===== config.mk =====
export PLATFORM = sky130hd
export DESIGN_NAME = touch_coord_filter
export DESIGN_NICKNAME = d
export VERILOG_FILES = /design/src/rtl/touch_coord_filter.sv
export SDC_FILE = /design/constraint.sdc
export NUM_CORES = 1
export LEC_CHECK = 0
export CAP_MARGIN = 15
export CORE_MARGIN = 2
export CORE_UTILIZATION = 30
export CTS_BUF_LIST = sky130_fd_sc_hd__clkbuf_8
export DETAILED_ROUTE_END_ITERATION = 12
export MAX_ROUTING_LAYER = met4
export PLACE_DENSITY_LB_ADDON = 0.25
export SYNTH_ARGS = -nofsm -noshare
export SYNTH_HDL_FRONTEND = slang
export SYNTH_SLANG_ARGS = --single-unit

===== constraint.sdc =====
create_clock -name clock -period 6.11 [get_ports clock]
set_input_delay 0.611 -clock clock [delete_from_list [all_inputs] [get_ports clock]]
set_output_delay 0.611 -clock clock [all_outputs]
set_load 0.02 [all_outputs]

===== src/rtl/touch_coord_filter.sv =====
// Touch-panel front end: pen-down debounce, power-of-two X/Y averaging and jitter suppression.
// Optional `TOUCH_OUTLIER_REJECT_EN discards samples that sit on either ADC rail.
module touch_coord_filter #(
  parameter int AVG_LOG2     = 2,
  parameter int DEBOUNCE_CYC = 500000,
  parameter int JITTER       = 16
) (
  input  logic        clock,
  input  logic        reset,
  input  logic        iPenIrq_n,
  input  logic        iADC_valid,
  input  logic [11:0] iADC_x,
  input  logic [11:0] iADC_y,
  output logic [11:0] x_coord,
  output logic [11:0] y_coord,
  output logic        new_coord,
  output logic        oTouching
);

  localparam int SW = 12 + AVG_LOG2;
  localparam int CW = (DEBOUNCE_CYC > 1) ? $clog2(DEBOUNCE_CYC) : 1;
  localparam int NW = AVG_LOG2 + 1;
  localparam logic [NW-1:0] WIN_LAST = NW'((1 << AVG_LOG2) - 1);
  localparam logic [CW:0]   DB_LAST  = (CW + 1)'(DEBOUNCE_CYC - 1);
  localparam logic [12:0]   JIT_LIM  = 13'(JITTER);

  localparam logic [1:0] S_IDLE       = 2'd0;
  localparam logic [1:0] S_PRESS_DB   = 2'd1;
  localparam logic [1:0] S_ACCUM      = 2'd2;
  localparam logic [1:0] S_RELEASE_DB = 2'd3;

  logic [1:0]    r_sync;
  logic [1:0]    r_state;
  logic [CW-1:0] r_db_cnt;
  logic [SW-1:0] r_sum_x;
  logic [SW-1:0] r_sum_y;
  logic [NW-1:0] r_n;
  logic          r_first;

  logic          w_pen;
  logic          w_sample_ok;
  logic [CW:0]   w_db_inc;
  logic          w_db_done;
  logic [SW-1:0] w_sum_x;
  logic [SW-1:0] w_sum_y;
  logic [11:0]   w_avg_x;
  logic [11:0]   w_avg_y;
  logic [12:0]   w_dx;
  logic [12:0]   w_dy;
  logic [12:0]   w_adx;
  logic [12:0]   w_ady;
  logic          w_last;
  logic          w_report;

  assign w_pen = ~r_sync[1];

`ifdef TOUCH_OUTLIER_REJECT_EN
  assign w_sample_ok = iADC_valid &&
                       (iADC_x != 12'h000) && (iADC_x != 12'hFFF) &&
                       (iADC_y != 12'h000) && (iADC_y != 12'hFFF);
`else
  assign w_sample_ok = iADC_valid;
`endif

  // Debounce is confirmed on the edge where the incremented count reaches the limit
  assign w_db_inc  = {1'b0, r_db_cnt} + 1'b1;
  assign w_db_done = (w_db_inc >= DB_LAST);

  assign w_sum_x = r_sum_x + SW'(iADC_x);
  assign w_sum_y = r_sum_y + SW'(iADC_y);
  assign w_avg_x = w_sum_x[AVG_LOG2 +: 12];
  assign w_avg_y = w_sum_y[AVG_LOG2 +: 12];
  assign w_last  = (r_n == WIN_LAST);

  assign w_dx     = {1'b0, w_avg_x} - {1'b0, x_coord};
  assign w_dy     = {1'b0, w_avg_y} - {1'b0, y_coord};
  assign w_adx    = w_dx[12] ? (13'd0 - w_dx) : w_dx;
  assign w_ady    = w_dy[12] ? (13'd0 - w_dy) : w_dy;
  assign w_report = r_first || (w_adx > JIT_LIM) || (w_ady > JIT_LIM);

  always_ff @(posedge clock or negedge reset) begin
    if (!reset) begin
      r_sync <= 2'b11;
    end else begin
      r_sync <= {r_sync[0], iPenIrq_n};
    end
  end

  always_ff @(posedge clock or negedge reset) begin
    if (!reset) begin
      r_state   <= S_IDLE;
      r_db_cnt  <= '0;
      r_sum_x   <= '0;
      r_sum_y   <= '0;
      r_n       <= '0;
      r_first   <= 1'b0;
      x_coord   <= 12'd0;
      y_coord   <= 12'd0;
      new_coord <= 1'b0;
      oTouching <= 1'b0;
    end else begin
      new_coord <= 1'b0;
      case (r_state)
        S_IDLE: begin
          r_db_cnt <= '0;
          if (w_pen) begin
            r_state <= S_PRESS_DB;
          end
        end
        S_PRESS_DB: begin
          if (!w_pen) begin
            r_state  <= S_IDLE;
            r_db_cnt <= '0;
          end else if (w_db_done) begin
            r_state   <= S_ACCUM;
            r_db_cnt  <= '0;
            oTouching <= 1'b1;
            r_first   <= 1'b1;
            r_sum_x   <= '0;
            r_sum_y   <= '0;
            r_n       <= '0;
          end else begin
            r_db_cnt <= w_db_inc[CW-1:0];
          end
        end
        S_ACCUM: begin
          // A sample arriving on the pen-lift edge is dropped along with the partial window
          if (!w_pen) begin
            r_state  <= S_RELEASE_DB;
            r_db_cnt <= '0;
          end else if (w_sample_ok) begin
            if (w_last) begin
              r_sum_x <= '0;
              r_sum_y <= '0;
              r_n     <= '0;
              if (w_report) begin
                x_coord   <= w_avg_x;
                y_coord   <= w_avg_y;
                new_coord <= 1'b1;
                r_first   <= 1'b0;
              end
            end else begin
              r_sum_x <= w_sum_x;
              r_sum_y <= w_sum_y;
              r_n     <= r_n + 1'b1;
            end
          end
        end
        S_RELEASE_DB: begin
          if (w_pen) begin
            r_state  <= S_ACCUM;
            r_db_cnt <= '0;
            r_sum_x  <= '0;
            r_sum_y  <= '0;
            r_n      <= '0;
          end else if (w_db_done) begin
            r_state   <= S_IDLE;
            r_db_cnt  <= '0;
            oTouching <= 1'b0;
          end else begin
            r_db_cnt <= w_db_inc[CW-1:0];
          end
        end
        default: begin
          r_state <= S_IDLE;
        end
      endcase
    end
  end

endmodule


==> summary.md <==
| Metric | Value |
|---|---|
| Outcome | finished, final reports clean |
| Reg2Reg Capture Point | x_coord[10]$_DFFE_PN0P_ |
| R2R cell count | 21 |
| Distinct cells, synth | 81 |
| Row cnt | 54 |
| CTS root buf | clkbuf_8 |
| Commonest non-fill, non-tap cell in the layout | nand2_1 |
| Total track usage | between 10% and 20% |
| Fin. Hold Viols | 0 |
| FMAX | 0.182 GHz |
| # diodes | 0 |
| DRC | 0 |
| Flop pwr share | 43.1% |
| Die ar. | roughly 23000 sq um |
| FILL cells | approximately 2300 |
| Clock skew | 12.8 ps |
| Synth Flop Type | dfrtp_1 |
| XOR/XNOR Fraction of Synth Area | 6.23% |
| Critical Path RT | 6370 ps |
| Synth Cell Area | 6610 sq um |
| Delay-heaviest family, CP | compound AO/OA/AOI/OAI gates |
| Leak Pwr | 0.00320 uW |
| CORE AREA | 21800 sq um |
| Sum of negative setup slack | 0 ps |
| Crit Path Max Fanout | 25 |
| Seq/Total Area, Yosys | around 30% |
| R2R setup slack | between 800 and 900 ps |
| Final WS setup | 610 ps |
| Crit path cell chain | clkdlybuf4s50_1 > ha_1 > fa_1 > a21o_1 > a21oi_1 > o21ai_0 > a31oi_1 > nor2b_1 > o21a_1 > o41ai_1 > buf_4 > xnor2_1 > ha_1 > inv_1 > o21ai_0 > a221o_1 > o41ai_1 > buf_4 > nor4_4 > a31oi_4 > buf_12 > mux2_2 |
| Vias | 5476 |
| Final setup violation count | 0 |
| Placement Setup Slack | 163 ps |
| Mux cell area share after synthesis | 6.25% |
| Rel. slew slack | 25.0% |
| DR pass1 iterations | 4 |
| WP data arrival | 5760 ps |
| EDFF count, synth | 0 |
| Clock share of power | 29.8% |
| Clock Sinks | 81 |
| Ratio of final minimum period to clock period | 90.0% |
| Worst Tran Pin Value | 1130 ps |
| Worst R2R Start | r_sum_x[0]$_DFFE_PN0P_ |
| Clock tree buffer depth | 2 |
| Via/cell ratio | 5.02 |
| Total grt overflow | 0 |
| Share of cells above drive strength 1 | 8.26% |
| Hold buffer count at cts | 0 |
| Synth Area in Compound Gates | 22.2% |
| Global-route wire length before repair | 26900 um |
| Area growth, synth to finish | 15.8% |
| Post-CTS Setup Bufs | 0 |
| H-tree depth | 3 |
| Critical Path Source Type | primary input |
| Worst setup EP type | flip-flop |
| Final net count | slightly below 900 |
| Cell Pwr Density | 165 nW/um^2 |
| Final Core Density | 35.2% |
| Non-Filler Instances | 1091 |
| Initial core utilization | approximately 30% |
| PortBufs | 53 |
| Final min period | 5500 ps |
| Synth async-reset ratio | 100% |
| Initial DRC Count | 323 |
| Internal | 862 uW |
| Routed WL | ~16000 um |
| Max incr delay on CP | 500 ps |
| Die W | approximately 150 um |
| I/O Pins | 54 |
| Worst path bufs/invs | 5 |
| Comb pwr share | 27.1% |
| Placed cell count | 1075 |
| Critical-path top delay cell | a221o_1 |
| Synth Area in Simple Gates | around 19% |
| Post-Synth Adder-Cell Area | 11.2% |
| Hold crit path type | primary input to asynchronous set/reset pin |
| HPWL Detailed | 12000 um |
| RSZ-0062 raised after global routing | false |
| Largest net degree at the start of global routing | 58 |
| Worst VDD drop | around 0.093 mV |
| Initial antenna violation count | 0 |
| Most frequent cells in the layout | 89 x nand2_1, 79 x dfrtp_1, 58 x inv_1 |
| Syn nets | 842 |
| Largest family of logic cells by synthesized area | compound AO/OA/AOI/OAI gates |
| Slew Viols, Final | 0 |
| Max cap viols | 0 |
| CTS tree | done |
| Gpl congestion | 0.833 |
| Later-pin clock latency in the skew report | 380 ps |
| Sw frac | 31.9% |
| Synth Register Bits | a little over 80 |
| Antenna viol nets, final | 0 |
| Clock buffer count from CTS | 9 |
| Cells after Synth | 757 |
| Vias in the first global route | 5239 |
| Setup CP Type | primary input to flip-flop |
| Post-CTS resize count | 0 |
| Die H | 152 um |
| Switching power total | around 400 uW |
| DR WL/cell | 14.6 um |
| Avg Synthesized Cell Area | about 8.7 sq um |
| Clk slew on worst S/H paths | ~90 ps |
| Synth warn | 0 |
## through the flow
stage                     area [sq um]  total power [uW]  hold WS [ps]
after floorplan                   6610               805           315
after global placement            7470               899           347
after detailed placement          7470               898           349
after CTS                         7650              1290           160
after global routing              7650              1350           184
final                             7650              1260           165
## power groups by stage
stage          Sequential, uW  Combinational, uW  Clock (uW)
4_1_cts                   545                344         397
3_5_place_dp              556                342           0
6_report                  545                342         377
2_1_floorplan             553                252           0
3_3_place_gp              556                343           0
5_1_grt                   546                387         417
## routing by layer
metal / global-route usage, % / wire [um] / vias up
met5: - / 0 / -
met4: 4.23 / 197 / 0
met3: 2.42 / 463 / 11
met2: 21.9 / 7000 / 87
met1: 20.2 / 8280 / 2531
li1: - / - / 2847
## flip-flops by register name, indices dropped and copies added (netlist names), 2 cells and up, named ones only
signal	count
r_db_cnt	19
r_n	3
r_sum_x	14
r_sum_y	14
r_sync	2
x_coord	12
y_coord	12
## logic make-up after synthesis
family,Yosys count
xor+xnor,47
flops,81
compound gates,215
fa+ha+maj,57
buf+inv,80
simple gates,244
mux,33
## cells in the mapped netlist (14+ instances only)
cell type | number | area [sq um]
dfrtp_1 | 79 | 1980
clkbuf_1 | 19 | 71.3
a21o_1 | 14 | 105
ha_1 | 53 | 663
nand3_1 | 25 | 125
o21ai_0 | 50 | 250
xnor2_1 | 36 | 315
inv_1 | 54 | 203
mux2_4 | 15 | 225
a21oi_1 | 48 | 240
nand2_1 | 89 | 334
nor2_1 | 37 | 139
nor3_1 | 18 | 90.1
## cell type report
cell class | count | area [sq um] | share of cell area (%)
clock buffer | 12 | 165 | 2.16
clock inverter | 4 | 15.0 | 0.196
inverter | 54 | 203 | 2.65
multi-input combinational | 596 | 4270 | 55.8
sequential | 81 | 2030 | 26.5
tap | 280 | 350 | 4.58
timing repair buffer | 64 | 623 | 8.14
## worst max-delay path by stage
stage                    from                      end  slack, ps  depth (start not counted)
floorplan           iADC_x[0]   x_coord[2]$_DFFE_PN0P_        690                         20
global placement    iADC_x[0]   x_coord[8]$_DFFE_PN0P_        240                         22
detailed placement  iADC_x[0]  x_coord[10]$_DFFE_PN0P_        160                         22
CTS                 iADC_x[0]   y_coord[5]$_DFFE_PN0P_        580                         22
global route        iADC_y[0]   y_coord[6]$_DFFE_PN0P_        300                         20
finish              iADC_x[0]  x_coord[10]$_DFFE_PN0P_        610                         22
No activity file was read; power rests on OpenSTA's default activity.
